==> config.mk <==
export PLATFORM = sky130hd
export DESIGN_NAME = fixed_add_pipe
export DESIGN_NICKNAME = d
export VERILOG_FILES = /design/src/rtl/fixed_add_pipe.sv
export SDC_FILE = /design/constraint.sdc
export NUM_CORES = 1
export LEC_CHECK = 0
export CAP_MARGIN = 20
export CORE_MARGIN = 3
export CORE_UTILIZATION = 51
export CTS_CLUSTER_SIZE = 10
export DETAILED_ROUTE_END_ITERATION = 16
export GPL_TIMING_DRIVEN = 1
export HOLD_SLACK_MARGIN = 0.02
export PLACE_DENSITY = 0.85
export SETUP_SLACK_MARGIN = 0.3
export SYNTH_ARGS = -nofsm -noshare
export SYNTH_HDL_FRONTEND = slang
export SYNTH_SLANG_ARGS = --single-unit
==> constraint.sdc <==
create_clock -name clk -period 4.26 [get_ports clk]
set_input_delay 0.852 -clock clk [delete_from_list [all_inputs] [get_ports clk]]
set_output_delay 0.852 -clock clk [all_outputs]
set_load 0.005 [all_outputs]
==> src/rtl/fixed_add_pipe.sv <==
// Two-operand fixed-point adder with valid/ready join, LATENCY-deep stallable pipeline and overflow counter.
// Optional build macro FIXED_ADD_SAT_EN selects saturating results instead of wrap-around.
module fixed_add_pipe #(
  parameter int WIDTH   = 32,
  parameter int LATENCY = 2,
  parameter int CNT_W   = 16
) (
  input  logic             clk,
  input  logic             rst,
  input  logic             A_vld,
  input  logic [WIDTH-1:0] A_dat,
  output logic             A_rdy,
  input  logic             B_vld,
  input  logic [WIDTH-1:0] B_dat,
  output logic             B_rdy,
  output logic             S_vld,
  output logic [WIDTH-1:0] S_dat,
  output logic             S_ovf,
  input  logic             S_rdy,
  output logic [CNT_W-1:0] ovf_cnt
);

  function automatic logic [WIDTH-1:0] fmt_res(input logic signed [WIDTH:0] sum);
`ifdef FIXED_ADD_SAT_EN
    if (sum[WIDTH] != sum[WIDTH-1])
      return sum[WIDTH] ? {1'b1, {(WIDTH-1){1'b0}}} : {1'b0, {(WIDTH-1){1'b1}}};
    return sum[WIDTH-1:0];
`else
    return sum[WIDTH-1:0];
`endif
  endfunction

  logic [LATENCY-1:0]            vld_q, vld_d;
  logic [LATENCY-1:0]            ovf_q, ovf_d;
  logic [LATENCY-1:0][WIDTH-1:0] dat_q, dat_d;
  logic [CNT_W-1:0]              cnt_q, cnt_d;

  logic                 stall, fire;
  logic signed [WIDTH:0] a_ext_p0, b_ext_p0, sum_p0;
  logic                 ovf_p0;

  assign stall = vld_q[LATENCY-1] && !S_rdy;
  assign fire  = A_vld && B_vld && !stall;
  assign A_rdy = B_vld && !stall;
  assign B_rdy = A_vld && !stall;

  // Stage 0 input: sign-extended sum, overflow when the two top bits disagree
  assign a_ext_p0 = {A_dat[WIDTH-1], A_dat};
  assign b_ext_p0 = {B_dat[WIDTH-1], B_dat};
  assign sum_p0   = a_ext_p0 + b_ext_p0;
  assign ovf_p0   = sum_p0[WIDTH] ^ sum_p0[WIDTH-1];

  always_comb begin
    vld_d = vld_q;
    ovf_d = ovf_q;
    dat_d = dat_q;
    cnt_d = cnt_q;
    if (!stall) begin
      vld_d[0] = fire;
      ovf_d[0] = ovf_p0;
      dat_d[0] = fmt_res(sum_p0);
      for (int i = 1; i < LATENCY; i++) begin
        vld_d[i] = vld_q[i-1];
        ovf_d[i] = ovf_q[i-1];
        dat_d[i] = dat_q[i-1];
      end
    end
    if (fire && ovf_p0 && (cnt_q != {CNT_W{1'b1}}))
      cnt_d = cnt_q + CNT_W'(1);
  end

  // Pipeline registers; reset clears data too so outputs are never X
  always_ff @(posedge clk) begin
    if (rst) begin
      vld_q <= '0;
      ovf_q <= '0;
      dat_q <= '0;
      cnt_q <= '0;
    end else begin
      vld_q <= vld_d;
      ovf_q <= ovf_d;
      dat_q <= dat_d;
      cnt_q <= cnt_d;
    end
  end

  assign S_vld   = vld_q[LATENCY-1];
  assign S_ovf   = ovf_q[LATENCY-1];
  assign S_dat   = dat_q[LATENCY-1];
  assign ovf_cnt = cnt_q;

endmodule

==> results.cfg, run 1 <==
[worst_setup_path]
r2r_setup_slack_ns = 2.06
critPathKind = in2reg
crit_chain = clkdlybuf4s50_1 -> ha_1 -> fa_1 -> a211oi_1 -> nor3_2 -> nor3_1 -> o21a_2 -> o22ai_1 -> or4_1 -> a2111oi_1 -> a311o_1
r2r_start = ovf_cnt[8]
ff2ff_path_depth = 7
critPathMaxFanout = 3
cp-endpoint = dat_q[30]
rr_endpoint = ovf_cnt[10]
crit_start = A_dat[0]
slowest_delay_ns = 0.46
startpoint_type = primary input
worst_setup_path_end_kind = flop
cpMaxStageDelayCell = or4_1
cp.required_ns = 4.56
critPathArrivalTime_ns = 4.06

[placement]
gp_congestion = 0.926
place_hpwl_mm = 11.1
placement.io_buffers = 120

[synthesis]
synth.top_cells.by_area = dfxtp_1, nand2_1, a21oi_1, ha_1, buf_4
ys_ff_latch = 84
synth_fa_ha_area_share_pct = 8.19
syn_area_mm2 = 0.00529
synth_edf_count = 0
yosys.area_share.simple_pct = 24.1
synth_compound_area_share_pct = 24.5
yosysWarnings = 0
ys_seq_area_share_pct = 31.8
yosysMostFrequentCell = nand2_1
yosys-mux-area-fraction_pct = 0.615
synth_top_family_by_area = compound AO/OA/AOI/OAI gates
syn_area_per_cell_um2 = 7.66
synthFlopType = dfxtp_1
synth_area_leader_cell = dfxtp_1
synthXorXnorAreaFrac_pct = 2.65
yosys.cell_types.count = 61
synth_nets = 793
synthTopCellsByCount = nand2_1, a21oi_1, dfxtp_1
netlist_instances = 690
ys_async_sr_fraction_pct = 0
synth_top_area_share_pct = 31.8

[drt]
dr.pass1.iters = 7
wl_per_cell_um = 16.4
vias = 5388
viasPerCell = 5.98
postRouteAntennaNets = 0
wl_mm = 14.7
drtIter0Drc = 284
drc = 0

[sta]
final.setup_skew_ns = 0.0101
period_share_pct = 88.2
setup_viol = 0
hold_viol = 0
fin_crit_ns = 3.76
worstMarginPinSlew_ns = 0.734
tns_ns = 0
drv_slew = 0
slew_headroom_pct = 51.0
max_freq_ghz = 0.266
grt_setup_unrepaired = false

[floorplanning]
coreArea_mm2 = 0.00991
die_y_um = 108
die_area_mm2 = 0.0116
ios = 121
die_w_um = 108
initial_core_util_pct = 53.4
rows = 36

[run]
drv_cap = 0

[pwr]
fin_total_pwr_uw = 2080
power.density_mw_per_mm2 = 317
ir_worst_vdd_uv = 168
p_leak_uw = 0.00253

[cts]
cts_max_level = 3
cts_buffers = 9
clk_pin_slew_ns = 0.09
cts_buffer_depth = 2
post_cts_buffers = 0
hold_buffers = 0
clock_latency_ns = 0.36
cts_tree = yes
cts_num_sinks = 84
cts-root-buf = clkbuf_8
cts_resized = 0

[global_route]
track_usage_pct = 25.7
grt_max_degree = 76
antenna_found_initial = 0
grt_pass1_wl_mm = 24.4
grt_overflow = 0
first_global_vias = 5113

[final_layout]
layout-drive-gt1-share_pct = 5.34
syn2layout_area_growth_pct = 23.9
fin_nets = 866
nFillCells = 874
final_core_util_pct = 66.1
num_antenna_cells = 0

[hold_path]
hold_class = reg2reg

[status]
status = finished, final reports clean
-- registers in the layout (all words and copies together), names as in the netlist --
signal,cells
ovf_q,2
ovf_cnt,16
S_dat,32
dat_q,32
vld_q,2
-- final cells by class --
cell class                      instances  area (um2)  share of cell area [%]
Timing Repair Buffer                  129        1260                    19.3
Inverter                               13        48.8                   0.745
Multi-Input combinational cell        526        3190                    48.7
Sequential cell                        84        1680                    25.7
Tap cell                              133         166                    2.54
Clock buffer                            9         124                    1.89
Clock inverter                          7        80.1                    1.22
-- how the worst min path moves through the flow --
stage,start,cells after the start,endpoint
after floorplan,dat_q[0],2,dat_q[0]
after global placement,S_dat[1],2,S_dat[1]
after detailed placement,dat_q[31],2,dat_q[31]
after CTS,dat_q[10],2,dat_q[10]
after global routing,dat_q[18],2,S_dat[18]
final,S_dat[20],2,S_dat[20]
-- report_power, final --
part           switching (uW)  internal [uW]
combinational             302            279
clock                     323            281
sequential               40.6            855
-- per-layer routing --
metal	wire length [um]	GRT usage, %
met5	0	0
met4	335	8.93
met1	6320	33.5
met2	7080	43.7
met3	1000	3.24
-- cells in the final DEF (no fill, tap or decap), drive strengths merged, types with 2 or more instances in the layout --
master         instances
a2111oi                2
a211o                  3
a211oi                16
a21o                  20
a21oi                 91
a221oi                 2
a311o                  2
a31oi                  5
and2                   7
and3                   9
and4                   4
buf                   10
clkbuf                 9
clkdlybuf4s50        119
dfxtp                 84
ha                    33
inv                   17
mux2                   2
nand2                124
nand3                 24
nand4                 10
nor2                  30
nor2b                  5
nor3                  13
nor3b                  3
nor4                   3
nor4b                  4
o211ai                 3
o21a                   7
o21ai                 36
o21bai                 3
o22ai                  2
o31ai                  8
or2                    2
or3                   15
or4                    9
xnor2                 15
-- cells by family after synthesis --
| kind of cell | after synthesis |
|---|---|
| xor+xnor | 16 |
| flops | 84 |
| fa+ha+maj | 34 |
| simple gates | 265 |
| compound gates | 208 |
| buf+inv | 80 |
| mux | 3 |
-- worst max-delay path: cells and delay by family --
kind,cells,cell delay [ns]
buffers and inverters,1,0.42
and+or+nand+nor,3,0.89
AOI/OAI and AO/OA,5,1.22
adders and majority gates,2,0.66
-- stage by stage --
| step | std cells | worst slack (ns) | hold slack [ns] | area (um2) |
|---|---|---|---|---|
| after floorplan | 690 | 0.902 | 0.432 | 5290 |
| after global placement | 885 | 0.267 | 0.437 | 6350 |
| after detailed placement | 885 | 0.158 | 0.444 | 6350 |
| after CTS | 901 | 0.504 | 0.457 | 6550 |
| after global routing | 901 | 0.329 | 0.470 | 6550 |
| final | 901 | 0.501 | 0.451 | 6550 |
Note: power is estimated with default switching activity, not from simulation.
==> inputs of run 2 (changes only) <==
--- a/config.mk
+++ b/config.mk
@@ -12,7 +12,7 @@
 export DETAILED_ROUTE_END_ITERATION = 16
 export GPL_TIMING_DRIVEN = 1
 export HOLD_SLACK_MARGIN = 0.02
-export PLACE_DENSITY = 0.85
+export PLACE_DENSITY = 0.81
 export SETUP_SLACK_MARGIN = 0.3
 export SYNTH_ARGS = -nofsm -noshare
 export SYNTH_HDL_FRONTEND = slang
==> run 2 against run 1 <==
  * Sequential power shrank 0.4%
  * Core utilization increased by 0.063 points
  * Sequential cell count is the same
  * Via count decreased by 3.6%
  * Cell count fell by 0.11%
  * Non-clock buffer count stayed put
  * Critical path depth did not move
  * First-iteration DRC count grew 3.2%
  * Routed wire length shrank 7.0%
  * Sequential share of layout area hardly changed
  * Global-route usage shrank 2.2 points
  * Critical endpoint unchanged
==> results.cfg, run 2 (synthesized netlist as in run 1, its figures left out) <==
[status]
status = finished, final reports clean

[sta]
hold_viol = 0
grt_setup_unrepaired = false
fin_crit_ns = 3.70
worstMarginPinSlew_ns = 0.704
final.setup_skew_ns = 0.00704
max_freq_ghz = 0.270
drv_slew = 0
setup_viol = 0
tns_ns = 0
slew_headroom_pct = 53.0
period_share_pct = 87.0

[global_route]
track_usage_pct = 23.5
use_met1_pct = 30.1
antenna_found_initial = 0
grt_overflow = 0
top_usage_layer = met2
grt_max_degree = 56
first_global_vias = 4856
use_met3_pct = 4.08
grt_pass1_wl_mm = 22.4
gr-usage-met2_pct = 40.1

[drt]
vias = 5193
wl_per_cell_um = 15.2
postRouteAntennaNets = 0
drc = 0
viasPerCell = 5.77
dr.pass1.iters = 5
wl_mm = 13.7
drtIter0Drc = 293

[hold_path]
min_path_cells = 2
hp-start = S_dat[10]
hold_class = reg2reg
hold_end = S_dat[10]

[run]
drv_cap = 0

[placement]
place_hpwl_mm = 10.3
placement.io_buffers = 120
gp_congestion = 0.864

[worst_setup_path]
critPathArrivalTime_ns = 4.00
critPathKind = in2reg
startpoint_type = primary input
worst_setup_path_end_kind = flop
ff2ff_path_depth = 8
critPathMaxFanout = 5
cp.required_ns = 4.56
r2r_setup_slack_ns = 1.91
r2r_start = vld_q[1]
rr_endpoint = ovf_cnt[14]

[final_layout]
syn2layout_area_growth_pct = 24.0
layout-drive-gt1-share_pct = 5.22
nFillCells = 878
fin_nets = 866
final_common_cell = nand2_1
layout_common_cells = nand2_1, clkdlybuf4s50_1, a21oi_1
num_antenna_cells = 0

[cts]
cts_buffer_depth = 2
cts_buffers = 9
cts_max_level = 3
cts-root-buf = clkbuf_8
cts_num_sinks = 84
cts_tree = yes
clk_pin_slew_ns = 0.07
clock_latency_ns = 0.36
post_cts_buffers = 0

[floorplanning]
coreArea_mm2 = 0.00991
initial_core_util_pct = 53.4
die_area_mm2 = 0.0116
ios = 121
die_y_um = 108
die_w_um = 108
rows = 36

[pwr]
fin_total_pwr_uw = 2060
ir_worst_vdd_uv = 161
p_leak_uw = 0.00253
power.density_mw_per_mm2 = 314
==> run 2: cell types whose count changed in the layout (fill, tap and decap cells not counted) <==
cell | previous run | this run
a211oi_1 | 14 | 13
a211oi_2 | 2 | 3
bufinv_16 | 1 | 2
clkbuf_1 | 0 | 1
clkinv_2 | 1 | 2
inv_6 | 3 | 0
inv_8 | 1 | 0
==> run 2: power by group <==
group	internal (uW)	total, uW	switching [uW]	leakage (uW)
logic	280	569	289	0.00173
clock network	325	602	277	0.000102
registers	855	892	37.0	0.000691
total	1460	2060	603	0.00253
==> run 2: cell type report <==
class	count	area, um2	area share (%)
inverter	13	48.8	0.744
sequential	84	1680	25.6
multi-input combinational	526	3190	48.7
clock buffer	10	128	1.95
timing repair buffer	129	1260	19.3
tap	133	166	2.54
clock inverter	5	77.6	1.18
==> run 2: worst max-delay path: stages <==
cell and delay [ns]:
clkdlybuf4s50_1 0.41, ha_1 0.23, fa_1 0.43, a211oi_2 0.26, nor3_2 0.11, nor3_1 0.25
o21a_2 0.25, o22ai_1 0.13, or4_1 0.44, a2111oi_1 0.45, a311o_1 0.18
==> run 2: worst max-delay path by stage <==
stage / start / slack (ns) / end
finish: A_dat[0] / 0.56 / dat_q[30]
global route: A_dat[0] / 0.40 / dat_q[30]
global placement: A_dat[0] / 0.29 / ovf_cnt[7]
floorplan: A_dat[0] / 0.90 / dat_q[30]
CTS: A_dat[0] / 0.44 / dat_q[30]
detailed placement: A_dat[0] / 0.07 / dat_q[30]
==> run 2: through the flow <==
stage	util, %	setup WS, ns	hold WS, ns	instances	area [um2]
2_1_floorplan	-	0.902	0.432	690	5290
3_3_place_gp	64.1	0.289	0.438	885	6350
3_5_place_dp	64.1	0.0737	0.443	885	6350
4_1_cts	66.1	0.439	0.454	900	6550
5_1_grt	66.2	0.404	0.471	900	6560
6_report	66.2	0.556	0.451	900	6560
==> run 2: what timing repair did <==
action / in CTS / in global routing
hold buffers: 0 / 0
gates resized for setup: 0 / 2
setup endpoints to repair: 0 / 1
==> run 2: routing by layer <==
metal | vias up | part of all wire, %
met5 | - | 0
met4 | 0 | 1.5
met3 | 19 | 6.3
met2 | 171 | 49
met1 | 2411 | 44
li1 | 2592 | -
==> inputs of run 3 (changes only) <==
--- a/config.mk
+++ b/config.mk
@@ -6,14 +6,16 @@
 export NUM_CORES = 1
 export LEC_CHECK = 0
 export CAP_MARGIN = 20
+export CELL_PAD_IN_SITES_DETAIL_PLACEMENT = 2
+export CELL_PAD_IN_SITES_GLOBAL_PLACEMENT = 2
 export CORE_MARGIN = 3
-export CORE_UTILIZATION = 51
+export CORE_UTILIZATION = 29
 export CTS_CLUSTER_SIZE = 10
 export DETAILED_ROUTE_END_ITERATION = 16
 export GPL_TIMING_DRIVEN = 1
 export HOLD_SLACK_MARGIN = 0.02
-export PLACE_DENSITY = 0.81
-export SETUP_SLACK_MARGIN = 0.3
+export PLACE_DENSITY_LB_ADDON = 0.1
+export SETUP_SLACK_MARGIN = 0.15
 export SYNTH_ARGS = -nofsm -noshare
 export SYNTH_HDL_FRONTEND = slang
 export SYNTH_SLANG_ARGS = --single-unit
==> run 3 against run 2 <==
  * Sequential cell count unchanged
  * Register-to-register slack gained 0.08 ns
  * Highest routed layer unchanged
  * Die area up 71%
  * Critical endpoint is now ovf_cnt[8]
  * Via count grew 1.7%
==> results.cfg, run 3 (synthesized netlist as in run 1, its figures left out) <==
[status]
status = finished, final reports clean

[sta]
drv_slew = 0
hold_viol = 0
slew_headroom_pct = 51.1
final.setup_skew_ns = 0.00779
setup_slack_ns = 0.457
setup_viol = 0
max_freq_ghz = 0.263
tns_ns = 0
worstMarginPinSlew_ns = 0.732
period_share_pct = 89.3
fin_crit_ns = 3.80
grt_setup_unrepaired = false

[floorplanning]
die_y_um = 141
initial_core_util_pct = 30.1
rows = 48
die_area_mm2 = 0.0199
coreArea_mm2 = 0.0176
die_w_um = 141
ios = 121

[worst_setup_path]
slowest_delay_ns = 0.43
cpMaxStageDelayCell = fa_1
crit_chain = clkdlybuf4s50_1 -> ha_1 -> fa_1 -> a211oi_2 -> nor3_2 -> o221ai_2 -> o31ai_1 -> a211oi_2 -> xnor2_4 -> buf_4 -> or4_1 -> a21oi_1
r2r_setup_slack_ns = 1.99
critPathKind = in2reg
startpoint_type = primary input
crit_top_cell = a211oi_2
worst_setup_path_end_kind = flop
critPathArrivalTime_ns = 4.06
critPathMaxFanout = 15
cp.required_ns = 4.52

[cts]
cts_num_sinks = 84
cts_max_level = 3
cts_tree = yes
cts_buffers = 9
hold_buffers = 0
cts_buffer_depth = 2
clk_pin_slew_ns = 0.06
cts-root-buf = clkbuf_16
clock_latency_ns = 0.34

[placement]
pre_cts_slack_ns = -0.0516
gp_congestion = 0.830
place_hpwl_mm = 13.7
placement.io_buffers = 120

[final_layout]
num_antenna_cells = 0
final_common_cell = nand2_1
syn2layout_area_growth_pct = 28.6
nFillCells = 2039
fin_nets = 870
layout_common_cells = nand2_1, clkdlybuf4s50_1, a21oi_1
layout-drive-gt1-share_pct = 5.97

[hold_path]
hold_class = reg2reg

[drt]
wl_mm = 17.6
wl_per_cell_um = 17.7
viasPerCell = 5.30
drtIter0Drc = 250
dr.pass1.iters = 5
vias = 5283
drc = 0
postRouteAntennaNets = 0

[pwr]
p_leak_uw = 0.00259
ir_worst_vdd_uv = 191
power.density_mw_per_mm2 = 332

[global_route]
grt_pass1_wl_mm = 29.5
grt_overflow = 0
first_global_vias = 5625
track_usage_pct = 17.8
antenna_found_initial = 0
grt_max_degree = 66

[run]
drv_cap = 0
## run 3: final timing paths
check	start	to	cells after the start
max	A_dat[0]	ovf_cnt[8]	12
min	dat_q[28]	dat_q[28]	2
max reg2reg	ovf_cnt[8]	ovf_cnt[14]	7
min reg2reg	dat_q[28]	dat_q[28]	2
## run 3: per-layer routing
| metal | GRT usage [%] | vias up | wire length [um] |
|---|---|---|---|
| met5 | 0 | - | 0 |
| met3 | 1.80 | 10 | 545 |
| met4 | 3.98 | 0 | 144 |
| met1 | 25.2 | 2575 | 8650 |
| li1 | - | 2599 | - |
| met2 | 29.3 | 99 | 8270 |
## run 3: cell type report
| cell class | instances | area (um2) | share of cell area (%) |
|---|---|---|---|
| Sequential cell | 84 | 1680 | 24.7 |
| Clock inverter | 3 | 21.3 | 0.313 |
| Multi-Input combinational cell | 526 | 3210 | 47.2 |
| Tap cell | 225 | 282 | 4.14 |
| Inverter | 13 | 48.8 | 0.717 |
| Clock buffer | 12 | 267 | 3.92 |
| Timing Repair Buffer | 133 | 1290 | 19.0 |
## run 3: what timing repair did
item,in CTS,in global routing
setup endpoints to repair,0,4
buffers inserted,0,0
resized for setup,0,2
endpoints found under the hold margin,0,0
## run 3: worst max-delay path: cells and delay by family
family                   cells  cell delay, ns
AND/OR/NAND/NOR              2            0.51
adder cells (fa/ha/maj)      2            0.66
buffers and inverters        2            0.63
XOR/XNOR                     1            0.21
AO/OA/AOI/OAI                5            1.19
## run 3: per-stage QoR
step	cells	util, %	area (um2)	total power (uW)	hold WS, ns
after floorplan	690	-	5290	1290	0.432
after global placement	981	36.9	6500	1500	0.441
after detailed placement	981	36.9	6500	1520	0.450
after CTS	996	38.6	6790	2280	0.457
after global routing	996	38.7	6800	2400	0.472
final	996	38.7	6800	2260	0.452
## run 3: report_power, final
part / switching, uW / leakage (uW) / total (uW) / internal, uW
Clock: 309 / 0.000141 / 749 / 439
Sequential: 40.8 / 0.000691 / 897 / 856
Combinational: 326 / 0.00176 / 614 / 288
Total: 676 / 0.00259 / 2260 / 1580
